--- src/rtl/reset_sequencer.sv ---
// reset_sequencer
//   Staged reset-release sequencer for the 125 MHz fabric domain. Once the
//   synchronised PLL lock is seen, per-subsystem active-low resets are released
//   one stage at a time (stage 0 first). Each released stage is held for
//   HOLD_CYCLES before its ready handshake is sampled. Lock loss or a software
//   request tears the stages back down in reverse order, one per cycle.
//
//   Optional feature, enabled by defining the macro RSTSEQ_TIMEOUT_EN:
//   a bounded wait for STAGE_READY. A stage that never reports ready sets the
//   sticky TIMEOUT_ERR and ERR_STAGE, triggers a teardown, and parks the
//   sequencer in HALT until SOFT_RST_REQ clears the error. Without the macro,
//   the wait is unbounded and TIMEOUT_ERR / ERR_STAGE are tied low.
module reset_sequencer #(
  parameter int NUM_STAGES     = 4,
  parameter int HOLD_CYCLES    = 16,
  parameter int TIMEOUT_CYCLES = 65536
) (
  input  logic                  CLK,
  input  logic                  RESETN,
  input  logic                  PLL_LOCK,
  input  logic                  SOFT_RST_REQ,
  input  logic [NUM_STAGES-1:0] STAGE_READY,
  output logic [NUM_STAGES-1:0] STAGE_RESETN,
  output logic                  SEQ_DONE,
  output logic                  TIMEOUT_ERR,
  output logic [2:0]            ERR_STAGE
);

  // Hold counter counts HOLD_CYCLES-1 down to 0, so it needs clog2(HOLD_CYCLES) bits.
  localparam int                HOLD_W    = (HOLD_CYCLES > 1) ? $clog2(HOLD_CYCLES) : 1;
  localparam logic [HOLD_W-1:0] HOLD_LOAD = HOLD_W'(HOLD_CYCLES - 1);
  localparam logic [2:0]        LAST_K    = 3'(NUM_STAGES - 1);

`ifdef RSTSEQ_TIMEOUT_EN
  // Timeout counter counts 0 up to TIMEOUT_CYCLES-1.
  localparam int              TO_W    = $clog2(TIMEOUT_CYCLES);
  localparam logic [TO_W-1:0] TO_LAST = TO_W'(TIMEOUT_CYCLES - 1);
`endif

  // Out-of-range parameters elaborate this empty marker block so they show up
  // in the elaborated hierarchy; legal configurations never create it.
  if ((NUM_STAGES < 1) || (NUM_STAGES > 8) || (HOLD_CYCLES < 1) ||
      (TIMEOUT_CYCLES < 2)) begin : g_param_range_violation
  end

  typedef enum logic [2:0] {
    ST_WAIT_LOCK,
    ST_RELEASE,
    ST_HOLD,
    ST_WAIT_READY,
    ST_DONE,
    ST_TEARDOWN,
    ST_HALT
  } state_t;

  state_t                state_q, state_d;
  logic                  lock_meta_q, lock_meta_d;
  logic                  lock_sync_q, lock_sync_d;
  logic [2:0]            k_q, k_d;
  logic [NUM_STAGES-1:0] stage_q, stage_d;
  logic                  seq_done_q, seq_done_d;
  logic [HOLD_W-1:0]     hold_q, hold_d;

`ifdef RSTSEQ_TIMEOUT_EN
  logic [TO_W-1:0]       to_cnt_q, to_cnt_d;
  logic                  timeout_err_q, timeout_err_d;
  logic [2:0]            err_stage_q, err_stage_d;
`endif

  logic [NUM_STAGES-1:0] k_onehot;
  logic                  ready_k;
  logic                  abort;
  logic                  do_teardown;

  // Two-flop synchroniser for the asynchronous combined PLL lock.
  always_comb begin
    lock_meta_d = PLL_LOCK;
    lock_sync_d = lock_meta_q;
  end

  // Decode the current stage index into a one-hot select over the stage vector.
  always_comb begin
    k_onehot = '0;
    for (int i = 0; i < NUM_STAGES; i++) begin
      if (k_q == 3'(i)) begin
        k_onehot[i] = 1'b1;
      end
    end
  end

  // Only the ready of the stage currently being brought up matters.
  assign ready_k = |(STAGE_READY & k_onehot);

  // Lock loss and software request both force a reverse-order teardown.
  assign abort = ~lock_sync_q | SOFT_RST_REQ;

  // Sequencer next-state logic. Any trigger performs the first teardown step
  // in the same cycle, so the top released stage drops one cycle after it.
  always_comb begin
    state_d     = state_q;
    k_d         = k_q;
    stage_d     = stage_q;
    seq_done_d  = seq_done_q;
    hold_d      = hold_q;
    do_teardown = 1'b0;
`ifdef RSTSEQ_TIMEOUT_EN
    to_cnt_d      = to_cnt_q;
    timeout_err_d = timeout_err_q;
    err_stage_d   = err_stage_q;
`endif

    case (state_q)
      ST_WAIT_LOCK: begin
        if (lock_sync_q) begin
          state_d = ST_RELEASE;
        end
      end

      ST_RELEASE: begin
        if (abort) begin
          do_teardown = 1'b1;
        end else begin
          stage_d = stage_q | k_onehot;
          hold_d  = HOLD_LOAD;
          state_d = ST_HOLD;
        end
      end

      ST_HOLD: begin
        if (abort) begin
          do_teardown = 1'b1;
        end else if (hold_q == '0) begin
          state_d = ST_WAIT_READY;
`ifdef RSTSEQ_TIMEOUT_EN
          to_cnt_d = '0;
`endif
        end else begin
          hold_d = hold_q - HOLD_W'(1);
        end
      end

      // Priority: lock loss / soft request, then timeout, then ready.
      ST_WAIT_READY: begin
        if (abort) begin
          do_teardown = 1'b1;
        end
`ifdef RSTSEQ_TIMEOUT_EN
        else if (to_cnt_q == TO_LAST) begin
          timeout_err_d = 1'b1;
          err_stage_d   = k_q;
          do_teardown   = 1'b1;
        end
`endif
        else if (ready_k) begin
          if (k_q == LAST_K) begin
            seq_done_d = 1'b1;
            state_d    = ST_DONE;
          end else begin
            k_d     = k_q + 3'd1;
            state_d = ST_RELEASE;
          end
        end
`ifdef RSTSEQ_TIMEOUT_EN
        else begin
          to_cnt_d = to_cnt_q + TO_W'(1);
        end
`endif
      end

      ST_DONE: begin
        if (abort) begin
          do_teardown = 1'b1;
        end
      end

      ST_TEARDOWN: begin
        do_teardown = 1'b1;
      end

      ST_HALT: begin
`ifdef RSTSEQ_TIMEOUT_EN
        // Lock is ignored here; only software may clear the error and restart.
        if (SOFT_RST_REQ) begin
          timeout_err_d = 1'b0;
          err_stage_d   = '0;
          state_d       = ST_WAIT_LOCK;
        end
`else
        state_d = ST_WAIT_LOCK;
`endif
      end

      default: begin
        state_d = ST_WAIT_LOCK;
      end
    endcase

    // One teardown step: drop stage k, then step down or finish.
    if (do_teardown) begin
      stage_d    = stage_q & ~k_onehot;
      seq_done_d = 1'b0;
      if (k_q == 3'd0) begin
`ifdef RSTSEQ_TIMEOUT_EN
        state_d = timeout_err_d ? ST_HALT : ST_WAIT_LOCK;
`else
        state_d = ST_WAIT_LOCK;
`endif
      end else begin
        k_d     = k_q - 3'd1;
        state_d = ST_TEARDOWN;
      end
    end
  end

  // State and output registers; RESETN drops every stage immediately.
  always_ff @(posedge CLK or negedge RESETN) begin
    if (!RESETN) begin
      lock_meta_q <= 1'b0;
      lock_sync_q <= 1'b0;
      state_q     <= ST_WAIT_LOCK;
      k_q         <= '0;
      stage_q     <= '0;
      seq_done_q  <= 1'b0;
      hold_q      <= '0;
`ifdef RSTSEQ_TIMEOUT_EN
      to_cnt_q      <= '0;
      timeout_err_q <= 1'b0;
      err_stage_q   <= '0;
`endif
    end else begin
      lock_meta_q <= lock_meta_d;
      lock_sync_q <= lock_sync_d;
      state_q     <= state_d;
      k_q         <= k_d;
      stage_q     <= stage_d;
      seq_done_q  <= seq_done_d;
      hold_q      <= hold_d;
`ifdef RSTSEQ_TIMEOUT_EN
      to_cnt_q      <= to_cnt_d;
      timeout_err_q <= timeout_err_d;
      err_stage_q   <= err_stage_d;
`endif
    end
  end

  assign STAGE_RESETN = stage_q;
  assign SEQ_DONE     = seq_done_q;

`ifdef RSTSEQ_TIMEOUT_EN
  assign TIMEOUT_ERR = timeout_err_q;
  assign ERR_STAGE   = err_stage_q;
`else
  assign TIMEOUT_ERR = 1'b0;
  assign ERR_STAGE   = 3'd0;
`endif

endmodule

--- config.mk ---
export PLATFORM = sky130hd
export DESIGN_NAME = reset_sequencer
export DESIGN_NICKNAME = d
export VERILOG_FILES = /design/src/rtl/reset_sequencer.sv
export SDC_FILE = /design/constraint.sdc
export NUM_CORES = 1
export LEC_CHECK = 0
export CORE_UTILIZATION = 47
export DETAILED_ROUTE_END_ITERATION = 10
export PLACE_DENSITY = 0.71
export SYNTH_ARGS = -nofsm -noshare
export SYNTH_HDL_FRONTEND = slang
export SYNTH_SLANG_ARGS = --single-unit
--- constraint.sdc ---
create_clock -name CLK -period 2.8 [get_ports CLK]
set_input_delay 0.42 -clock CLK [delete_from_list [all_inputs] [get_ports CLK]]
set_output_delay 0.42 -clock CLK [all_outputs]
set_load 0.02 [all_outputs]
Word level (Yosys, flattened, before mapping)
Cells that the tools add are included.
{ "word_totals": {"regBits": 17, "in_bits": 8, "out_inout_bits": 9, "wordCells": 84} }
{ "op_classes": {"addsub": 3, "eq_ne": 19, "muxes": 34, "n_bitwise": 6, "n_reduce_logical": 15} }
{ "op_table": {"columns": ["cell", "count"], "rows": [
  ["$mux 3", 15],
  ["$mux 4", 6],
  ["$ne 3x3->1 const B", 6],
  ["$pmux 3 s5", 1],
  ["$eq 3x2->1 const B", 4],
  ["$mux 1", 10],
  ["$reduce_bool 2->1", 5],
  ["$and 4x4->4", 2],
  ["$pmux 4 s2", 1],
  ["$reduce_and 4->1", 2],
  ["$reduce_or 4->1", 2],
  ["$reduce_and 7->1", 1],
  ["$eq 3x1->1 const B", 2],
  ["$eq 3x3->1 const B", 2],
  ["$logic_not 3->1", 2],
  ["$ne 2x2->1 const B", 3],
  ["$logic_not 4->1", 1],
  ["$ne 2x1->1 const B", 2],
  ["$not 4->4", 1],
  ["$or 4x4->4", 1],
  ["$sub 4x1->4 const B", 1],
  ["$add 3x1->3 const B", 1],
  ["$sub 3x1->3 const B", 1],
  ["$pmux 1 s2", 1],
  ["other kinds (4)", 4]
]} }

Longest topological paths before layout
Gate-level depths: netlist of run 1.
{ "depth": {"ltp_word": 9, "mapped_depth": 7, "ltp_nobuf": 7} }

Worst setup path before layout of run 1
No wires, ideal clock.
{ "synth_path": {"path_type": "register to register", "from": "reg k_q[0]", "to": "reg k_q[1]", "t_arrival_ns": 1.748, "required_time_ns": 2.673, "path_slack_ns": 0.924, "path_stages_with_launch": 8, "synth_period_minus_slack_ns": 1.876, "cell_sequence": "dfrtp_1 inv_1 ha_1 a22oi_1 a21o_1 or4_4 a221oi_2 a31oi_1"} }
{ "synth_between": {"elab_chain_len": 9} }
{ "synth_rtl": {"columns": ["element", "line_no", "source"], "rows": [
  ["start, declared", "59", "logic [2:0] k_q, k_d;"],
  ["start signal, assigned", "234", "k_q <= k_d;"],
  ["$eq 3x1->1 (tied with other cells)", "85", "if (k_q == 3'(i)) begin"],
  ["$mux 1", "85", null],
  ["$and 4x4->4", "92", "assign ready_k = |(STAGE_READY & k_onehot);"],
  ["$reduce_or 4->1", "92", null],
  ["$mux 3", "154", "else if (ready_k) begin"],
  ["$mux 3", "144", "if (abort) begin"],
  ["$mux 3", "112", "case (state_q)"],
  ["$mux 3", "202", "if (k_q == 3'd0) begin"],
  ["$mux 3 *", "199", "if (do_teardown) begin"],
  ["via k_d[1]", "59", null]
]} }
Mark *: on every way through the listed nets, which the timed path passes. The rest lies on a longest branch.
A chain may end at the register's enable or synchronous reset.

Final worst setup path of run 1
{ "layout_path": {"from": "reg k_q[1]", "to": "reg k_q[1]"} }
The elaborated chain is that of the path after synthesis.

==> impl_metrics.json, run 1 <==
{
  "p_leak_nw": 0.506,
  "place.gp.congestion": 0.865,
  "hold_viol_final": 0,
  "cts_hold_buf": 0,
  "ioPinCount": 17,
  "slowest_stage": "or4_4",
  "slew_headroom_pct": 48.0,
  "overflow": 0,
  "hold_ws_ns": 0.390,
  "synth_compound_area_share_pct": 24.1,
  "synthFlopType": "dfrtp_1",
  "finalClockSkew_ns": 0.00927,
  "detail_route.vias_per_cell": 5.62,
  "gr-usage-all-layers_pct": 19.4,
  "final_core_util_pct": 56.9,
  "synthArstFlopShare_pct": 100,
  "power_density_nw_per_um2": 886,
  "io_buffers": 12,
  "drc_errors": 0,
  "die_w_um": 50.2,
  "syn_to_final_growth_pct": 14.4,
  "synth-xor-area-share_pct": 0.804,
  "vias": 921,
  "initial_core_util_pct": 49.7,
  "syn_area_um2": 1090,
  "ir_drop_v": 0.000640,
  "grt_start_max_net_pins": 24,
  "grt_setup_unrepaired": "false",
  "setup_slack_ns": 0.729,
  "critPathLaunchType": "flop",
  "layout-drive-gt1-share_pct": 8.09,
  "ys_types": 38,
  "cts_made_buffers": 3,
  "worstPathMaxFanout": 5,
  "cts_resized": 0,
  "htreeDepth": 1,
  "highest_layer": "met4",
  "fmax_ghz": 0.483,
  "synth_top_family_by_area": "compound AO/OA/AOI/OAI gates",
  "multi_input_area_um2": 608,
  "dp_hpwl_um": 1670,
  "wl_met2_um": 1100,
  "drv_slew": 0,
  "n_antenna_cell": 0,
  "synth_edf_count": 0,
  "ant_nets": 0,
  "clk-insertion-delay-late_ns": 0.29,
  "dp_slack_ns": 0.631,
  "cts_setup_buffers": 0,
  "rows": 17,
  "crit_type": "flop to flop",
  "wl_met1_um": 1010,
  "wl_per_cell_um": 13.5,
  "slowest_delay_ns": 0.54,
  "nets": 151,
  "min_path_type": "flop to flop",
  "status": "finished, final reports clean",
  "endpoint_kind": "flop",
  "cts_tree": "done",
  "clock_sinks": 17,
  "ys_warn_count": 0,
  "grt_pass1_vias": 818,
  "met3RoutedLength_um": 64,
  "cp.required_ns": 2.97,
  "synth_area_per_cell_um2": 8.79,
  "grt_pass1_wl_um": 3610,
  "setup_viol": 0,
  "fin_setup_tns_ns": 0,
  "coreArea_um2": 2190,
  "period_share_pct": 74.0,
  "antenna_found_initial": 0,
  "arrival_ns": 2.24,
  "dieHeight_um": 50.2,
  "worstMarginPinSlew_ns": 0.778,
  "clk_pin_slew_worst_paths_ns": 0.09,
  "seq_area_um2": 425,
  "drt_iter0_drc": 12,
  "first_pass_iters": 4,
  "synthAdderAreaFrac_pct": 6.89,
  "fillers": 197,
  "cts-root-buf": "clkbuf_4",
  "synth-simple-area-share_pct": 21.6,
  "synth_mux_area_share_pct": 1.03,
  "post-route-min-period_ns": 2.07,
  "critical_path.cell_chain": "inv_1 > ha_1 > a22oi_1 > a21o_1 > or4_4 > a221oi_2 > a31oi_1",
  "drt_wl_total_um": 2220,
  "synth_seq_cells": 17,
  "synth_seq_area_share_pct": 39.0,
  "clockBufferDepth": 2,
  "die_area_um2": 2520,
  "postSynthCellCount": 124,
  "max_cap_violations": 0
}
-- path summary, 6_finish.rpt --
path | from | to | slack [ns] | cells past startpoint
min reg2reg | lock_meta_q | lock_sync_q | 0.39 | 0
min | lock_meta_q | lock_sync_q | 0.39 | 0
min in group asynchronous | RESETN | hold_q[1] | 0.57 | 1
max in group asynchronous | RESETN | k_q[1] | 1.74 | 1
max reg2reg | k_q[1] | k_q[1] | 0.73 | 7
max | k_q[1] | k_q[1] | 0.73 | 7
-- final cells by class --
cell class	instances	share of cell area (%)
clock inverters	1	0.402
well taps	28	2.81
clock buffers	3	1.81
repair buffers	13	10.2
multi-input cells	96	48.8
inverters	6	1.81
flip-flops and latches	17	34.1
-- kinds of logic after synthesis --
logic type / after synthesis
flip-flops: 17
buffers and inverters: 14
multiplexers: 1
other: 1
AND/OR/NAND/NOR: 43
XOR/XNOR: 1
AO/OA/AOI/OAI: 41
adder cells (fa/ha/maj): 6
-- metrics by stage --
step / area [um^2] / std cells / power, mW
after floorplan: 1100 / 127 / 0.809
after global placement: 1220 / 160 / 0.956
after detailed placement: 1220 / 160 / 0.975
after CTS: 1250 / 164 / 1.11
after global routing: 1250 / 164 / 1.19
final: 1250 / 164 / 1.10
-- Yosys cell counts (all sizes together) (2+ instances only) --
master / n / area (um^2)
ha: 6 / 75.1
nand2: 11 / 41.3
clkbuf: 4 / 15.0
nand2b: 2 / 12.5
o211ai: 2 / 15.0
inv: 6 / 22.5
or3b: 2 / 20.0
or3: 2 / 12.5
a31oi: 4 / 25.0
nor2b: 5 / 31.3
a21oi: 15 / 75.1
buf: 4 / 30.0
a22oi: 2 / 15.0
nor3: 5 / 25.0
a21o: 2 / 15.0
nor2: 9 / 33.8
a211oi: 2 / 15.0
o21ai: 6 / 30.0
dfrtp: 17 / 425
nor3b: 2 / 20.0
-- layer usage --
| metal | GRT usage (%) | up-vias |
|---|---|---|
| met1 | 23.4 | 443 |
| met5 | 0 | - |
| met3 | 1.82 | 4 |
| li1 | - | 459 |
| met2 | 33.3 | 15 |
| met4 | 11.4 | 0 |
-- power breakdown --
group,switching (mW),total [mW],internal (mW)
combinational,0.293,0.536,0.242
clock,0.0790,0.132,0.0531
sequential,0.110,0.436,0.326
total,0.483,1.10,0.621
-- critical path, delay by kind of cell, from the launching register on --
kind            cells  cell delay, ns
fa+ha+maj           1            0.22
flops               1            0.46
simple gates        1            0.54
compound gates      4            0.60
buf+inv             1            0.13
-- cells in the final DEF (no fill, tap or decap), types with 2 or more instances in the layout --
cell	count
nand2_1	11
or3_1	2
o211ai_1	2
o21ai_0	6
inv_1	6
a21oi_1	15
a22oi_1	2
a21o_1	2
dfrtp_1	17
nor2b_1	5
ha_1	6
a211oi_1	2
conb_1	4
nand2b_1	2
nor2_1	9
clkbuf_4	3
clkdlybuf4s50_1	12
nor3_1	5
a31oi_1	4
No activity file was read; power rests on OpenSTA's default activity.
==> run 2: changes to the inputs <==
- PLACE_DENSITY: 0.71 -> 0.74
- clock period: 2.8 -> 1.7 ns (I/O delays scaled with it)
==> impl_metrics.json, run 2 (synthesis results as in run 1) <==
{
  "layout_commonest_cell": "buf_4",
  "ioPinCount": 17,
  "nets": 185,
  "clk_pin_slew_worst_paths_ns": 0.10,
  "initial_core_util_pct": 49.7,
  "syn_to_final_growth_pct": 45.2,
  "mostFrequentLayoutCells": "buf_4, dfrtp_1, a21oi_1, clkdlybuf4s50_1, nand2_1",
  "power_density_nw_per_um2": 1560,
  "place.gp.congestion": 0.824,
  "clockBufferDepth": 2,
  "dieHeight_um": 50.2,
  "path_buf_inv": 1,
  "cp.required_ns": 1.88,
  "min_path_type": "input pin to asynchronous set/reset pin",
  "cts_made_buffers": 3,
  "gr-usage-all-layers_pct": 22.1,
  "htreeDepth": 1,
  "reg2reg_depth": 7,
  "finalClockSkew_ns": 0.00689,
  "fmax_ghz": 0.551,
  "placedCellCount": 184,
  "detail_route.vias_per_cell": 5.53,
  "clk-insertion-delay-late_ns": 0.29,
  "grt_pass1_vias": 968,
  "io_buffers": 12,
  "crit_type": "flop to flop",
  "coreArea_um2": 2190,
  "overflow": 0,
  "fillers": 159,
  "status": "complete, but fails checks",
  "cts_hold_buf": 0,
  "vias": 1094,
  "first_pass_iters": 6,
  "power_mw": 2.47,
  "critPathLaunchType": "flop",
  "arrival_ns": 1.99,
  "drv_slew": 0,
  "die_w_um": 50.2,
  "n_antenna_cell": 0,
  "grt_start_max_net_pins": 20,
  "setup_slack_ns": -0.113,
  "drc_errors": 0,
  "rows": 17,
  "max_cap_violations": 0,
  "grt_setup_unrepaired": "true",
  "critical_path.cell_chain": "inv_4 > ha_4 > a22oi_2 > a21o_1 > or4_4 > a221oi_2 > a31oi_1",
  "ant_nets": 0,
  "antenna_found_initial": 0,
  "layout-drive-gt1-share_pct": 32.9,
  "fin_cells": 198,
  "ir_drop_v": 0.00122,
  "final_area_um2": 1580,
  "path_depth": 7,
  "period_share_pct": 107,
  "endpoint_kind": "flop",
  "cts-root-buf": "clkbuf_4",
  "drt_iter0_drc": 25,
  "die_area_um2": 2520,
  "place_area_um2": 1410,
  "post-route-min-period_ns": 1.81,
  "violations": "setup timing",
  "grt_pass1_wl_um": 4150,
  "crit_family": "compound AO/OA/AOI/OAI gates",
  "hold_ws_ns": 0.283,
  "p_leak_nw": 0.669,
  "wl_per_cell_um": 13.6,
  "slowest_delay_ns": 0.48,
  "dp_hpwl_um": 1820,
  "setup_viol": 5,
  "cts_tree": "done",
  "slowest_stage": "dfrtp_2",
  "drt_wl_total_um": 2690,
  "worstPathMaxFanout": 4,
  "clock_sinks": 17,
  "hold_viol_final": 0
}
run 2: cell types whose count changed in the layout (fill, tap and decap cells not counted), moves of 2 or more:
| cell | before | now |
|---|---|---|
| a22oi_1 | 2 | 0 |
| ha_1 | 6 | 2 |
| inv_1 | 6 | 4 |
| a22oi_2 | 0 | 2 |
| ha_4 | 0 | 4 |
| buf_4 | 1 | 33 |
| buf_6 | 0 | 2 |
run 2: per-layer routing:
metal | up-vias | global-route usage (%) | share of wire, %
met1 | 538 | 26.4 | 41
met2 | 25 | 39.6 | 56
met5 | - | 0 | 0
met4 | 0 | 9.05 | 0.26
met3 | 2 | 2.73 | 2.8
li1 | 529 | - | -
run 2: worst paths after layout:
kind                          endpoint         from  slack [ns]
setup reg to reg                k_q[1]       k_q[1]       -0.11
max in group asynchronous       k_q[1]       RESETN        1.21
setup / recovery                k_q[1]       k_q[1]       -0.11
min in group CLK           lock_sync_q  lock_meta_q        0.36
hold reg to reg            lock_sync_q  lock_meta_q        0.36
hold / removal               hold_q[0]       RESETN        0.28
run 2: stage by stage:
step                setup WS [ns]  TNS, ns  utilization, %
floorplan                 -0.0655  -0.0655               -
global placement           -0.319    -1.20            64.5
detailed placement         -0.342    -1.62            64.5
CTS                        -0.115   -0.115            67.7
global route               -0.151   -0.514            72.2
finish                     -0.113   -0.313            72.2
run 2: layout make-up:
cell class                      instances  area [um^2]  area share (%)
Timing Repair Buffer                   47          390            24.7
Inverter                                6         25.0            1.58
Sequential cell                        17          427            27.0
Tap cell                               28         35.0            2.21
Multi-Input combinational cell         96          679            42.9
Clock buffer                            4         26.3            1.66
run 2: what timing repair did:
action                     in CTS  in global routing
setup buffers                   4                  6
pin swaps                       1                  4
setup endpoints to repair       3                  7
resized for setup               3                 14
run 2: report_power, final:
| group | switching, mW | internal, mW | leakage [nW] |
|---|---|---|---|
| Clock | 0.128 | 0.0912 | 0.0150 |
| Combinational | 0.734 | 0.861 | 0.450 |
| Sequential | 0.120 | 0.541 | 0.204 |
| Total | 0.982 | 1.49 | 0.669 |
